**src/rtl/hd44780_nybble_reader.sv**
```systemverilog
// Purpose  : reads one byte from an HD44780 LCD over its 4-bit bus as two timed E pulses (high nybble, then low).
// Latency  : end_strobe arrives 2*(TAS+TCYCE)+1 clocks after the edge that accepts start_strobe (103 with defaults).
// Backpres.: none; start_strobe is honoured only in IDLE and dropped otherwise, so callers should wait for !busy.
//
// Ports:
//   CLK_I, RST_I           system clock, synchronous active-high reset
//   start_strobe, rs_in    one-cycle read request and the RS value to use for it
//   lcd_data_in[3:0]       DB7..DB4 as seen on the pads
//   lcd_rs/lcd_rw/lcd_e    LCD control pins (registered)
//   lcd_data_oe            1 = FPGA drives DB7..DB4; released for the whole read
//   DAT_O[7:0]             last byte read, held between reads
//   busy, end_strobe       read in progress; one-cycle "DAT_O valid" pulse

module hd44780_nybble_reader #(
    parameter int H4NR_TICKS_TAS   = 3,
    parameter int H4NR_TICKS_PWEH  = 22,
    parameter int H4NR_TICKS_TCYCE = 48,
    parameter int H4NR_COUNT_BITS  = 6
) (
    input  logic       CLK_I,
    input  logic       RST_I,
    input  logic       start_strobe,
    input  logic       rs_in,
    input  logic [3:0] lcd_data_in,
    output logic       lcd_rs,
    output logic       lcd_rw,
    output logic       lcd_e,
    output logic       lcd_data_oe,
    output logic [7:0] DAT_O,
    output logic       busy,
    output logic       end_strobe
);

    localparam int CB = H4NR_COUNT_BITS;

    // Illegal timing sets stop elaboration rather than producing a counter
    // that silently wraps.
    if (H4NR_TICKS_TAS < 1 || H4NR_TICKS_PWEH < 1 ||
        H4NR_TICKS_TCYCE <= H4NR_TICKS_PWEH ||
        H4NR_TICKS_TCYCE >= (1 << H4NR_COUNT_BITS) ||
        H4NR_TICKS_TAS >= (1 << H4NR_COUNT_BITS)) begin : g_cfg_err
        $error("hd44780_nybble_reader: illegal timing parameters");
    end

    // The counter is loaded with (duration - 1) on state entry and the state
    // is left on the clock where it reads zero, so each phase lasts exactly
    // its duration in clocks.
    localparam logic [CB-1:0] LD_TAS  = CB'(H4NR_TICKS_TAS - 1);
    localparam logic [CB-1:0] LD_PWEH = CB'(H4NR_TICKS_PWEH - 1);
    localparam logic [CB-1:0] LD_ELOW = CB'(H4NR_TICKS_TCYCE - H4NR_TICKS_PWEH - 1);
    localparam logic [CB-1:0] CNT_ONE = CB'(1);

    typedef enum logic [2:0] {
        IDLE  = 3'd0,
        SETUP = 3'd1,
        EHIGH = 3'd2,
        ELOW  = 3'd3,
        DONE  = 3'd4
    } state_t;

    state_t          state_q, state_d;
    logic [CB-1:0]   cnt_q, cnt_d;
    logic            nyb_q, nyb_d;        // 0 = high nybble, 1 = low nybble
    logic [7:0]      shift_q, shift_d;
    logic [7:0]      dat_q, dat_d;
    logic            rs_q, rs_d;
    logic            end_q, end_d;
    logic            e_q, e_d;
    logic            rw_q, rw_d;
    logic            oe_q, oe_d;
    logic            busy_q, busy_d;
    logic            cnt_last;

    assign cnt_last = (cnt_q == '0);

    always_comb begin
        state_d = state_q;
        cnt_d   = cnt_q;
        nyb_d   = nyb_q;
        shift_d = shift_q;
        dat_d   = dat_q;
        rs_d    = rs_q;
        end_d   = 1'b0;

        case (state_q)
            IDLE: begin
                if (start_strobe) begin
                    state_d = SETUP;
                    cnt_d   = LD_TAS;
                    nyb_d   = 1'b0;
                    rs_d    = rs_in;
                end
            end

            SETUP: begin
                if (cnt_last) begin
                    state_d = EHIGH;
                    cnt_d   = LD_PWEH;
                end else begin
                    cnt_d = cnt_q - CNT_ONE;
                end
            end

            EHIGH: begin
                if (cnt_last) begin
                    // Sample on the edge where E falls: the LCD's data is
                    // guaranteed valid for the whole tail of the pulse.
                    state_d = ELOW;
                    cnt_d   = LD_ELOW;
                    if (!nyb_q) begin
                        shift_d[7:4] = lcd_data_in;
                    end else begin
                        shift_d[3:0] = lcd_data_in;
                    end
                end else begin
                    cnt_d = cnt_q - CNT_ONE;
                end
            end

            ELOW: begin
                if (cnt_last) begin
                    if (!nyb_q) begin
                        state_d = SETUP;
                        cnt_d   = LD_TAS;
                        nyb_d   = 1'b1;
                    end else begin
                        state_d = DONE;
                        cnt_d   = '0;
                    end
                end else begin
                    cnt_d = cnt_q - CNT_ONE;
                end
            end

            DONE: begin
                // DAT_O and end_strobe are registered on the clock that ends
                // DONE, so the pulse coincides with the new byte.
                state_d = IDLE;
                cnt_d   = '0;
                dat_d   = shift_q;
                end_d   = 1'b1;
            end

            default: begin
                state_d = IDLE;
                cnt_d   = '0;
            end
        endcase
    end

    // Pin-level outputs are decoded from the next state and registered so the
    // LCD sees glitch-free control lines aligned with the state register.
    always_comb begin
        e_d    = (state_d == EHIGH);
        rw_d   = (state_d == SETUP) || (state_d == EHIGH) || (state_d == ELOW);
        oe_d   = (state_d == IDLE);
        busy_d = (state_d != IDLE);
    end

    always_ff @(posedge CLK_I) begin
        if (RST_I) begin
            state_q <= IDLE;
            cnt_q   <= '0;
            nyb_q   <= 1'b0;
            shift_q <= 8'h00;
            dat_q   <= 8'h00;
            rs_q    <= 1'b0;
            end_q   <= 1'b0;
            e_q     <= 1'b0;
            rw_q    <= 1'b0;
            oe_q    <= 1'b1;
            busy_q  <= 1'b0;
        end else begin
            state_q <= state_d;
            cnt_q   <= cnt_d;
            nyb_q   <= nyb_d;
            shift_q <= shift_d;
            dat_q   <= dat_d;
            rs_q    <= rs_d;
            end_q   <= end_d;
            e_q     <= e_d;
            rw_q    <= rw_d;
            oe_q    <= oe_d;
            busy_q  <= busy_d;
        end
    end

    assign lcd_rs      = rs_q;
    assign lcd_rw      = rw_q;
    assign lcd_e       = e_q;
    assign lcd_data_oe = oe_q;
    assign DAT_O       = dat_q;
    assign busy        = busy_q;
    assign end_strobe  = end_q;

endmodule

```
**config.mk**
```make
export PLATFORM = sky130hd
export DESIGN_NAME = hd44780_nybble_reader
export DESIGN_NICKNAME = d
export VERILOG_FILES = /design/src/rtl/hd44780_nybble_reader.sv
export SDC_FILE = /design/constraint.sdc
export NUM_CORES = 1
export LEC_CHECK = 0
export CAP_MARGIN = 20
export CORE_MARGIN = 2
export CORE_UTILIZATION = 52
export CTS_CLUSTER_DIAMETER = 60
export DETAILED_ROUTE_END_ITERATION = 7
export GPL_TIMING_DRIVEN = 0
export HOLD_SLACK_MARGIN = 0.02
export PLACE_DENSITY = 0.75
export SYNTH_ARGS = -nofsm -noshare
export SYNTH_HDL_FRONTEND = slang
export SYNTH_SLANG_ARGS = --single-unit
```
**constraint.sdc**
```tcl
create_clock -name CLK_I -period 2 [get_ports CLK_I]
set_input_delay 0.2 -clock CLK_I [delete_from_list [all_inputs] [get_ports CLK_I]]
set_output_delay 0.2 -clock CLK_I [all_outputs]
set_load 0.01 [all_outputs]
```
==> flow_summary_export.csv <==
group,metric,value,unit
outcome,status,"finished clean",
layout,nNetsFinal,182,
timing,finClkSkew,13.9,ps
timing,hold_viol,0,
yosys,synth-async-reset-ratio,0,%
grt,grt_usage,19.6,%
worst_setup_path,max_stage_delay,480,ps
routing,via_per_inst,5.59,
clock_tree,cts_buffers,5,
routing,wire_per_inst,14.0,um
floorplan,num_rows,18,
job,maxCapViolations,0,
timing,finalCritPeriodShare,85.2,%
timing,slew_headroom,47.8,%
place,dp_hpwl,2.04,mm
worst_setup_path,critPathSlowestCell,"nor3_1",
pwr,leakagePower,0.637,nW
yosys,synth_ff_type,"dfxtp_1",
clock_tree,cts-root-buf,"clkbuf_4",
worst_setup_path,worstPathArrival,1970,ps
clock_tree,cts_sinks,32,
pwr,ir_drop,1.20,mV
timing,tightest_slew,776,ps
grt,grt_pass1_wl,4.78,mm
routing,drt-total-wl,2.86,mm
floorplan,fp.dieW,55.4,um
yosys,ys_ff_latch,32,
pwr,switchingPower,0.815,mW
yosys,syn-cell-area,0.00137,mm^2
place,dp.cells,196,
worst_setup_path,cp-end-kind,"register",
pwr,combPwrFrac,39.7,%
floorplan,boundaryPins,22,
grt,grt_max_degree,11,
worst_setup_path,startpoint_type,"register",
worst_setup_path,timing.critical_path.buf_inv,1,
yosys,syn_avg_cell_area,9.47,um^2
floorplan,dieArea,0.00307,mm^2
worst_setup_path,critPathKind,"register to register",
worst_setup_path,required,2270,ps
layout,synthToLayoutAreaGrowth,24.0,%
yosys,syn-num-nets,154,
yosys,ys_warn_count,0,
yosys,netlist_instances,145,
clock_tree,tritoncts,"done",
layout,drive_gt1_share,7.47,%
pwr,seq_power_share,38.6,%
worst_setup_path,critPathMaxFanout,8,
grt,antenna_found_initial,0,
timing,tns,0,ps
routing,first_pass_iters,4,
timing,setup_slack,295,ps
grt,gr-total-overflow,0,
pwr,power_density,1290,mW/mm^2
place,pre_cts_ws,227,ps
timing,setup_viol,0,
yosys,yosysSeqAreaShare,46.6,%
floorplan,coreArea,0.00250,mm^2
routing,drt-initial-drc-count,32,
clock_tree,htree_levels,2,
worst_setup_path,cpLargestDelayFamily,"simple AND/OR/NAND/NOR gates",
timing,fmax,587,MHz
place,io_buffer_count,21,
timing,slew_viol_final,0,
routing,antenna_left,0,
clock_tree,clkLatencyLatePin,330,ps
layout,num_antenna_cells,0,
pwr,pwr-share-clk,21.7,%
pwr,intPower,1.38,mW
routing,vias,1141,
timing,post-route-min-period,1700,ps
clock_tree,cts-hold-fix-buffers,0,
clock_tree,clk_pin_slew,100,ps
floorplan,initial_core_util,55.0,%
yosys,synth_edf_count,0,
clock_tree,clockBufferDepth,2,
pwr,switching_share,37.1,%
floorplan,die_height,55.4,um
place,gp_congestion,0.922,
routing,drc,0,
timing,rsz0062_at_grt,"false",
min_path,hold_path_class,"input port to register",
worst_setup_path,path_cells,"or3_1, buf_2, nor3_1, and3_1",
grt,grt_pass1_vias,1018,
layout,layout.cells.non_filler,204,
yosys,ys_types,35,
layout make-up:
cell class / instances / area (um^2)
sequential: 32 / 641
timing repair buffer: 21 / 210
multi-input combinational: 99 / 684
tap: 30 / 37.5
buffer: 8 / 32.5
clock inverter: 2 / 35.0
fill: 205 / 796
clock buffer: 6 / 41.3
inverter: 6 / 22.5
sequential cells by signal (all words and copies together), names as in the netlist:
name / cells
busy: 1
nyb_q: 1
end_strobe: 1
lcd_e: 1
shift_q: 8
lcd_rw: 1
DAT_O: 8
cnt_q: 6
lcd_data_oe: 1
lcd_rs: 1
state_q: 3
logic make-up (layout without fill, tap and decap cells):
| family | after synthesis | after routing | synth area share [%] |
|---|---|---|---|
| adders and majority gates | 1 | 1 | 0.911 |
| and+or+nand+nor | 57 | 57 | 24.0 |
| buffers and inverters | 14 | 43 | 4.01 |
| xor gates and xnor gates | 1 | 1 | 0.638 |
| DFF | 32 | 32 | 46.6 |
| AOI/OAI and AO/OA | 23 | 23 | 11.5 |
| muxes | 17 | 17 | 12.4 |
tightest hold or removal path, stage by stage:
cell and delay [ps]:
clkdlybuf4s50_1 400, nand2b_1 90, mux2i_1 70
path summary, 6_finish.rpt:
| check | from | end | slack (ps) | depth (start not counted) |
|---|---|---|---|---|
| hold reg to reg | shift_q[0]$_SDFFE_PP0P_ | shift_q[0]$_SDFFE_PP0P_ | 480 | 2 |
| setup / recovery | cnt_q[3]$_SDFFE_PP0P_ | state_q[2]$_SDFF_PP0_ | 300 | 4 |
| hold / removal | lcd_data_in[1] | shift_q[5]$_SDFFE_PP0P_ | 470 | 3 |
| setup reg to reg | cnt_q[3]$_SDFFE_PP0P_ | state_q[2]$_SDFF_PP0_ | 300 | 4 |
Yosys cell counts, drive strengths merged, types with 2 or more instances:
cell	instances	share of area (%)
or2	3	1.4
nand2b	13	5.9
a311oi	2	1.3
nor2	13	3.6
and3	2	0.91
nor3b	2	1.1
nor4b	4	2.5
buf	2	0.73
or4	3	1.6
inv	6	1.6
nor3	4	1.5
o21ai	4	1.5
nand3	3	1.1
mux2i	17	12
or3	3	1.4
a21oi	5	1.8
o31ai	2	1.1
clkbuf	6	1.6
nor2b	3	1.4
dfxtp	32	47
nand2	2	0.55
a2111oi	2	1.3
per-stage QoR:
step / utilization (%) / hold WS, ps / area, um^2 / power, mW
after floorplan: - / 347 / 1370 / 1.45
after global placement: 64.9 / 462 / 1620 / 1.64
after detailed placement: 64.9 / 469 / 1620 / 1.68
after CTS: 67.9 / 473 / 1700 / 2.17
after global routing: 68.2 / 478 / 1700 / 2.35
final: 68.2 / 473 / 1700 / 2.19
power groups by stage:
stage / Clock, mW / Combinational (mW) / Sequential (mW)
detailed placement: 0 / 0.823 / 0.855
finish: 0.476 / 0.870 / 0.847
global placement: 0 / 0.795 / 0.849
floorplan: 0 / 0.604 / 0.842
global route: 0.509 / 0.979 / 0.860
CTS: 0.482 / 0.845 / 0.840
placed cells by master (no fill, tap or decap), types with 2 or more instances in the layout:
cell type,n
nor2b_1,3
nand2_1,2
nor4b_1,3
nor3b_1,2
clkbuf_4,5
or4_1,3
buf_2,2
nor2_1,13
a311oi_1,2
a21oi_1,5
inv_1,6
or2_2,2
o21ai_0,4
or3_1,3
a2111oi_0,2
o31ai_1,2
nand2b_1,13
nor3_1,4
clkdlybuf4s50_1,21
nand3_1,3
dfxtp_1,32
clkbuf_1,7
mux2i_1,17
and3_1,2
layer usage:
metal	share of wire, %	global-route usage [%]	up-vias
met5	0	0	-
met1	47	26.4	521
li1	-	-	576
met4	1.7	8.36	0
met3	6.6	5.15	7
met2	45	29.8	37
repair_timing:
action | 4_1_cts | 5_1_grt
setup endpoints to repair | 0 | 2
buffers inserted | 0 | 0
resized for setup | 0 | 1
Power figures use the tool's default switching activity.
